===== config.mk =====
export PLATFORM = sky130hd
export DESIGN_NAME = pipe_adder
export DESIGN_NICKNAME = d
export VERILOG_FILES = /design/src/rtl/pipe_adder.sv
export SDC_FILE = /design/constraint.sdc
export NUM_CORES = 1
export LEC_CHECK = 0
export BUFFER_PORTS_ARGS = -buffer_cell sky130_fd_sc_hd__buf_2
export CAP_MARGIN = 20
export CORE_MARGIN = 3
export CORE_UTILIZATION = 29
export CTS_BUF_LIST = sky130_fd_sc_hd__clkbuf_4 sky130_fd_sc_hd__clkbuf_8
export DETAILED_ROUTE_END_ITERATION = 10
export PLACE_DENSITY = 0.43
export SLEW_MARGIN = 20
export SYNTH_ARGS = -nofsm -noshare
export SYNTH_HDL_FRONTEND = slang
export SYNTH_SLANG_ARGS = --single-unit

===== constraint.sdc =====
create_clock -name clk -period 2.3 [get_ports clk]
set_input_delay 0.345 -clock clk [delete_from_list [all_inputs] [get_ports clk]]
set_output_delay 0.345 -clock clk [all_outputs]
set_load 0.01 [all_outputs]

===== src/rtl/pipe_adder.sv =====
// pipe_adder: carry-chain pipelined adder with valid/ready flow control.
// The carry chain is split into STAGES chunks of WIDTH/STAGES bits. Each stage
// adds one chunk and registers its carry for the next stage. Untouched high
// operand chunks travel with the beat, and finished low sum chunks ride along
// so that every bit of the result leaves the final stage aligned.
// Optional feature: define PIPE_ADDER_SAT_EN for signed saturation of sum.
// When it is defined, cout and ovf still describe the raw add.
module pipe_adder #(
    parameter int WIDTH  = 16,
    parameter int STAGES = 4
) (
    input  logic             clk,
    input  logic             rst,
    input  logic             in_valid,
    output logic             in_ready,
    input  logic [WIDTH-1:0] a,
    input  logic [WIDTH-1:0] b,
    input  logic             cin,
    output logic             out_valid,
    input  logic             out_ready,
    output logic [WIDTH-1:0] sum,
    output logic             cout,
    output logic             ovf
);

    localparam int CHUNK = WIDTH / STAGES;

    // The pipeline state. The registers of the last stage are the outputs.
    logic             vld_r [STAGES];
    logic [WIDTH-1:0] a_r   [STAGES];
    logic [WIDTH-1:0] b_r   [STAGES];
    logic [WIDTH-1:0] ps_r  [STAGES];
    logic             c_r   [STAGES];
    logic             ovf_r;

    // The next-state value of each stage.
    logic             nvld_s [STAGES];
    logic [WIDTH-1:0] na_s   [STAGES];
    logic [WIDTH-1:0] nb_s   [STAGES];
    logic [WIDTH-1:0] nps_s  [STAGES];
    logic             nc_s   [STAGES];
    logic             novf_s;
    logic             adv_s;

    // The whole pipe moves together. It stalls only when the result is held and the consumer is not ready.
    always_comb begin
        adv_s    = !vld_r[STAGES-1] || out_ready;
        in_ready = adv_s && !rst;
    end

    // Each stage adds its own chunk, with the carry that the previous stage registered.
    always_comb begin : stage_comb
        logic [WIDTH-1:0] sa_v;
        logic [WIDTH-1:0] sb_v;
        logic [WIDTH-1:0] sp_v;
        logic             sc_v;
        logic             sv_v;
        logic [CHUNK:0]   ch_v;
        int               idx_v;
        nvld_s = '{default: 1'b0};
        na_s   = '{default: {WIDTH{1'b0}}};
        nb_s   = '{default: {WIDTH{1'b0}}};
        nps_s  = '{default: {WIDTH{1'b0}}};
        nc_s   = '{default: 1'b0};
        novf_s = 1'b0;
        for (int k = 0; k < STAGES; k++) begin
            idx_v = (k > 0) ? (k - 1) : 0;
            if (k == 0) begin
                sa_v = a;
                sb_v = b;
                sp_v = {WIDTH{1'b0}};
                sc_v = cin;
                sv_v = in_valid;
            end else begin
                sa_v = a_r[idx_v];
                sb_v = b_r[idx_v];
                sp_v = ps_r[idx_v];
                sc_v = c_r[idx_v];
                sv_v = vld_r[idx_v];
            end
            ch_v = {1'b0, sa_v[k*CHUNK +: CHUNK]} + {1'b0, sb_v[k*CHUNK +: CHUNK]}
                 + {{CHUNK{1'b0}}, sc_v};
            nps_s[k]                   = sp_v;
            nps_s[k][k*CHUNK +: CHUNK] = ch_v[CHUNK-1:0];
            nc_s[k]                    = ch_v[CHUNK];
            na_s[k]                    = sa_v;
            nb_s[k]                    = sb_v;
            nvld_s[k]                  = sv_v;
        end
        // The carry into the MSB can be recovered from the MSB bits of a, b and the sum.
        novf_s = (na_s[STAGES-1][WIDTH-1] ^ nb_s[STAGES-1][WIDTH-1] ^ nps_s[STAGES-1][WIDTH-1])
               ^ nc_s[STAGES-1];
`ifdef PIPE_ADDER_SAT_EN
        if (novf_s) begin
            if (na_s[STAGES-1][WIDTH-1]) begin
                nps_s[STAGES-1] = {1'b1, {(WIDTH-1){1'b0}}};
            end else begin
                nps_s[STAGES-1] = {1'b0, {(WIDTH-1){1'b1}}};
            end
        end else begin
            nps_s[STAGES-1] = nps_s[STAGES-1];
        end
`endif
    end

    // Registers for every stage. Reset clears them, adv moves all stages together, otherwise they hold.
    always_ff @(posedge clk) begin
        if (rst) begin
            for (int k = 0; k < STAGES; k++) begin
                vld_r[k] <= 1'b0;
                a_r[k]   <= {WIDTH{1'b0}};
                b_r[k]   <= {WIDTH{1'b0}};
                ps_r[k]  <= {WIDTH{1'b0}};
                c_r[k]   <= 1'b0;
            end
            ovf_r <= 1'b0;
        end else if (adv_s) begin
            for (int k = 0; k < STAGES; k++) begin
                vld_r[k] <= nvld_s[k];
                a_r[k]   <= na_s[k];
                b_r[k]   <= nb_s[k];
                ps_r[k]  <= nps_s[k];
                c_r[k]   <= nc_s[k];
            end
            ovf_r <= novf_s;
        end
    end

    assign out_valid = vld_r[STAGES-1];
    assign sum       = ps_r[STAGES-1];
    assign cout      = c_r[STAGES-1];
    assign ovf       = ovf_r;

endmodule


==> run_results.csv, run 1 <==
group,metric,value,unit
job,cap_violations,0,
setup_path,cp.arrival,2250,ps
clock_network,clockBufferDepth,2,
routing,wl_met1,2750,µm
sta,finalCriticalPeriod,2010,ps
clock_network,path_clk_slew,90,ps
die,fp.dieH,126,µm
routing,viasPerCell,3.97,
pwr,peakVddDrop,0.325,mV
setup_path,required,2540,ps
clock_network,cts_root_buffer,"clkbuf_8",
sta,fmax,0.498,GHz
synth,yosysWarnings,0,
finish,layout_commonest_cell,"edfxtp_1",
place,dp.cells,494,
pwr,p_per_area,715,nW/µm²
synth,synth.distinct_cells,22,
routing,wl,6130,µm
finish,antennaDiodeCount,0,
sta,setup_violations,0,
sta,setup-tns-final,0,ps
synth,mappedNetlistArea,4160,µm²
routing,drt_iter0_drc,132,
clock_network,clk_latency,360,ps
min_path,worstHoldPathType,"input pin to flip-flop",
finish,final_cell_mix,"edfxtp_1, and2_1, buf_2",
global_route,gr-total-overflow,0,
synth,syn_nets,323,
die,io_pins,57,
pwr,power_leakage,0.00208,µW
global_route,grt_pass1_vias,2106,
sta,max-slew-margin-rel,0.625,
die,core-area,13900,µm²
finish,syn2layout_area_growth,14.9,%
routing,ant_nets,0,
routing,firstDrtPassIters,4,
synth,synth.area.top_cells,"edfxtp_1, and2_1, fa_1",
sta,clock_skew,5.63,ps
clock_network,ctsResizeCount,0,
synth,avgSynthCellArea,15.6,µm²
sta,worstMarginPinSlew,562,ps
synth,yosys.area.top_type,"edfxtp_1",
setup_path,end_kind,"flip-flop",
die,dieArea,15800,µm²
routing,route.vias.total,2023,
setup_path,critPathKind,"flip-flop to flip-flop",
clock_network,cts_hold_buf,0,
clock_network,cts_sinks,97,
routing,drc,0,
synth,ys_ff_latch,97,
routing,dr_wl_met3,296,µm
sta,period_share,0.873,
synth,yosysSeqAreaShare,0.698,
place,port_buffers,56,
finish,drive_above_1_share,0.239,
clock_network,cts_setup_buffers,0,
die,die_w,126,µm
sta,finalMaxSlewViolations,0,
finish,fin_cells,510,
die,initial_utilization,0.298,
place,gp_congestion,0.665,
global_route,antenna_found_initial,0,
routing,met2_wirelength,2880,µm
place,hpwl,3510,µm
clock_network,cts_buffers,9,
setup_path,cp-start-kind,"flip-flop",
clock_network,htreeDepth,3,
global_route,grt_pass1_wl,10300,µm
die,std_cell_rows,43,
setup_path,critical_path.max_fanout,2,
finish,nets,382,
routing,wire_per_inst,12.0,µm
global_route,grt_max_degree,98,
clock_network,tritoncts,"done",
global_route,grt_use_total,0.0858,
run_status,status,"completed",
synth,netlist_instances,266,
routing,routed.top_layer,"met4",
synth,synth_top_area_share,0.693,
sta,finalHoldViolations,0,
sta,rsz0062_at_grt,"no",
## state kept, by name (all words and copies together), names as in the netlist
signal and count:
ps_r 40, a_r 24, b_r 24, c_r 4, vld_r 4, ovf 1
## path summary, 6_finish.rpt
kind | startpoint | to | slack [ps] | cells after the start
setup / recovery | c_r[2] | ovf | 290 | 6
hold / removal | b[9] | b_r[0][9] | 250 | 2
setup reg to reg | c_r[2] | ovf | 290 | 6
hold reg to reg | ovf | ovf | 480 | 2
## metal layers
layer / up-vias / global-route usage
met3: 14 / 0.0284
met5: - / 0
li1: 1025 / -
met2: 36 / 0.131
met1: 948 / 0.103
met4: 0 / 0.0568
## kinds of logic (layout without fill, tap and decap cells)
family          Yosys count  after routing  share of synthesized area
compound gates           17             17                     0.0256
buf+inv                  24             88                     0.0394
xor+xnor                  6              6                     0.0126
flops                    97             97                      0.698
fa+ha+maj                20             20                     0.0746
simple gates            102            102                      0.150
## cells in the mapped netlist
library cell	number
buf_2	1
a21oi_1	6
a21oi_2	2
o21ai_0	3
fa_1	8
and2_1	81
nor3_1	3
a21o_1	5
dfxtp_1	1
buf_6	9
xnor2_1	2
inv_1	13
o22ai_1	1
xor2_1	4
inv_6	1
ha_1	12
nor2_1	9
nand2b_2	1
or2_2	1
nor2b_1	6
edfxtp_1	96
nand2b_4	1
## where the power goes
| group | internal, µW | total, µW | switching, µW |
|---|---|---|---|
| sequential | 2060 | 2080 | 29.3 |
| combinational | 113 | 227 | 114 |
| clock | 533 | 1100 | 571 |
| total | 2700 | 3420 | 714 |
## critical path, cell delays in order (launching register included)
cell,delay (ps)
edfxtp_1,410
fa_1,480
fa_1,420
a21o_1,210
a21oi_2,160
xnor2_1,130
o22ai_1,90
## cell type report
| type | instances | area, µm² |
|---|---|---|
| clock inverter | 4 | 43.8 |
| timing repair buffer | 58 | 308 |
| inverter | 14 | 57.6 |
| multi-input combinational | 145 | 1090 |
| sequential | 97 | 2900 |
| tap | 180 | 225 |
| fill | 1377 | 9160 |
| clock buffer | 12 | 146 |
## through the flow
step                      instance area (µm²)  power [µW]   util  setup WS (ps)  hold slack, ps
after floorplan                          4160        2290      -            108             494
after global placement                   4590        2360  0.329            315             466
after detailed placement                 4590        2360  0.329            297             468
after CTS                                4780        3490  0.343            283             220
after global routing                     4780        3600  0.343            162             228
final                                    4780        3420  0.343            292             251
(Power assumes the default switching activity.)
==> inputs of run 2 (changes only) <==
Settings changed: CORE_UTILIZATION 29 to 33, PLACE_DENSITY 0.43 to 0.48.
==> run 2 against run 1 <==
Worst setup slack gained 2.4 ps. Routed wire length shrank 7.7%. Worst hold slack gained 4.1 ps. Power grew 1.6%. Maximum frequency grew 0.12%. Critical endpoint unchanged. Largest cell class unchanged. Highest routed layer unchanged.
==> run_results.csv, run 2 (synthesis results as in run 1) <==
group,metric,value,unit
run_status,status,"completed",
clock_network,path_clk_slew,80,ps
setup_path,cp.arrival,2250,ps
die,core-area,12200,µm²
finish,regMostFlops,"ps_r",
clock_network,cts_setup_buffers,0,
die,initial_utilization,0.342,
global_route,antenna_found_initial,0,
min_path,worstHoldPathType,"input pin to flip-flop",
finish,final_cell_mix,"edfxtp_1, and2_1, buf_2",
routing,ant_nets,0,
clock_network,cts_sinks,97,
die,dieArea,14000,µm²
global_route,grt_use_total,0.0897,
die,die_w,118,µm
clock_network,clk_latency,360,ps
setup_path,r2r-start,"c_r[2]",
finish,syn2layout_area_growth,15.6,%
clock_network,tritoncts,"done",
sta,worstMarginPinSlew,428,ps
die,std_cell_rows,40,
pwr,p_per_area,722,nW/µm²
routing,wl,5650,µm
die,fp.dieH,118,µm
pwr,seqPwrFrac,0.600,
clock_network,cts_root_buffer,"clkbuf_8",
place,port_buffers,56,
sta,clock_skew,5.33,ps
routing,firstDrtPassIters,4,
pwr,power_leakage,0.00210,µW
routing,drc,0,
pwr,peakVddDrop,0.203,mV
sta,setup_violations,0,
sta,max-slew-margin-rel,0.714,
finish,reg.largest.list,"ps_r (40), a_r (24), b_r (24)",
finish,layout_commonest_cell,"edfxtp_1",
pwr,p_int,2770,µW
clock_network,cts_hold_buf,0,
setup_path,critPathKind,"flip-flop to flip-flop",
finish,drive_above_1_share,0.238,
sta,finalHoldViolations,0,
sta,finalMaxSlewViolations,0,
finish,post-route-util,0.395,
setup_path,required,2540,ps
place,gp_congestion,0.726,
finish,antennaDiodeCount,0,
clock_network,ctsResizeCount,0,
sta,finalCriticalPeriod,2010,ps
pwr,swShare,0.202,
routing,drt_iter0_drc,123,
clock_network,htreeDepth,3,
setup_path,crit_start,"c_r[2]",
sta,setup-tns-final,0,ps
setup_path,end_kind,"flip-flop",
routing,route.vias.total,2028,
pwr,switchingPower,701,µW
setup_path,rr_worst_depth,6,
global_route,grt_pass1_wl,9780,µm
pwr,combPwrFrac,0.066,
global_route,grt_max_degree,83,
finish,largest_reg_flops,40,
place,hpwl,3550,µm
routing,wire_per_inst,11.3,µm
setup_path,rrSetupSlack,290,ps
setup_path,critical_path.max_fanout,2,
finish,nets,384,
pwr,p_clk_frac,0.334,
sta,period_share,0.872,
min_path,min_path_cells,2,
die,io_pins,57,
setup_path,cp-start-kind,"flip-flop",
sta,rsz0062_at_grt,"no",
global_route,gr-total-overflow,0,
sta,fmax,0.498,GHz
global_route,grt_pass1_vias,2067,
sta,worst_hold_slack,255,ps
clock_network,clockBufferDepth,2,
routing,viasPerCell,4.06,
setup_path,endpoint,"ovf",
setup_path,r2r-end,"ovf",
job,cap_violations,0,
clock_network,cts_buffers,9,
## run 2: cell types whose count changed in the layout (fill, tap and decap cells not counted)
cell	change
clkbuf_4	-3
clkinv_1	+2
buf_12	+1
buf_4	+1
bufinv_16	+1
clkinv_2	-1
clkinv_4	+1
## run 2: how the worst min path moves through the flow
stage,start,to,slack [ps]
global route,a[10],a_r[0][10],230
detailed placement,ovf,ovf,470
CTS,a[10],a_r[0][10],230
floorplan,ovf,ovf,490
finish,a[10],a_r[0][10],250
global placement,ovf,ovf,470
## run 2: power by group through the flow
| stage | sequential [µW] | combinational [µW] | clock [µW] |
|---|---|---|---|
| 3_5_place_dp | 2120 | 237 | 0 |
| 6_report | 2080 | 229 | 1160 |
| 4_1_cts | 2080 | 238 | 1210 |
| 2_1_floorplan | 2130 | 158 | 0 |
| 5_1_grt | 2090 | 269 | 1290 |
| 3_3_place_gp | 2120 | 232 | 0 |
## run 2: layer usage
layer | routed length (µm) | global-route usage
met5 | 0 | 0
met4 | 144 | 0.0527
met3 | 241 | 0.0287
met2 | 2640 | 0.138
met1 | 2630 | 0.110
## run 2: cell type report
type / count / area (µm²)
inverter: 14 / 57.6
clock inverter: 7 / 85.1
tap: 168 / 210
fill: 1148 / 7350
clock buffer: 9 / 124
sequential: 97 / 2900
multi-input combinational: 145 / 1090
timing repair buffer: 60 / 335
## run 2: per-stage QoR
stage                     setup slack (ps)  std cells  total power, µW  area, µm²
after global placement                 330        484             2360       4600
after detailed placement               302        484             2360       4600
after CTS                              274        500             3540       4810
final                                  294        500             3470       4810
after floorplan                        108        266             2290       4160
after global routing                   166        500             3650       4810
## run 2: worst max-delay path, cell delays in order (launching register included)
cell	delay (ps)
edfxtp_1	400
fa_1	480
fa_1	430
a21o_1	210
a21oi_2	160
xnor2_1	130
o22ai_1	90
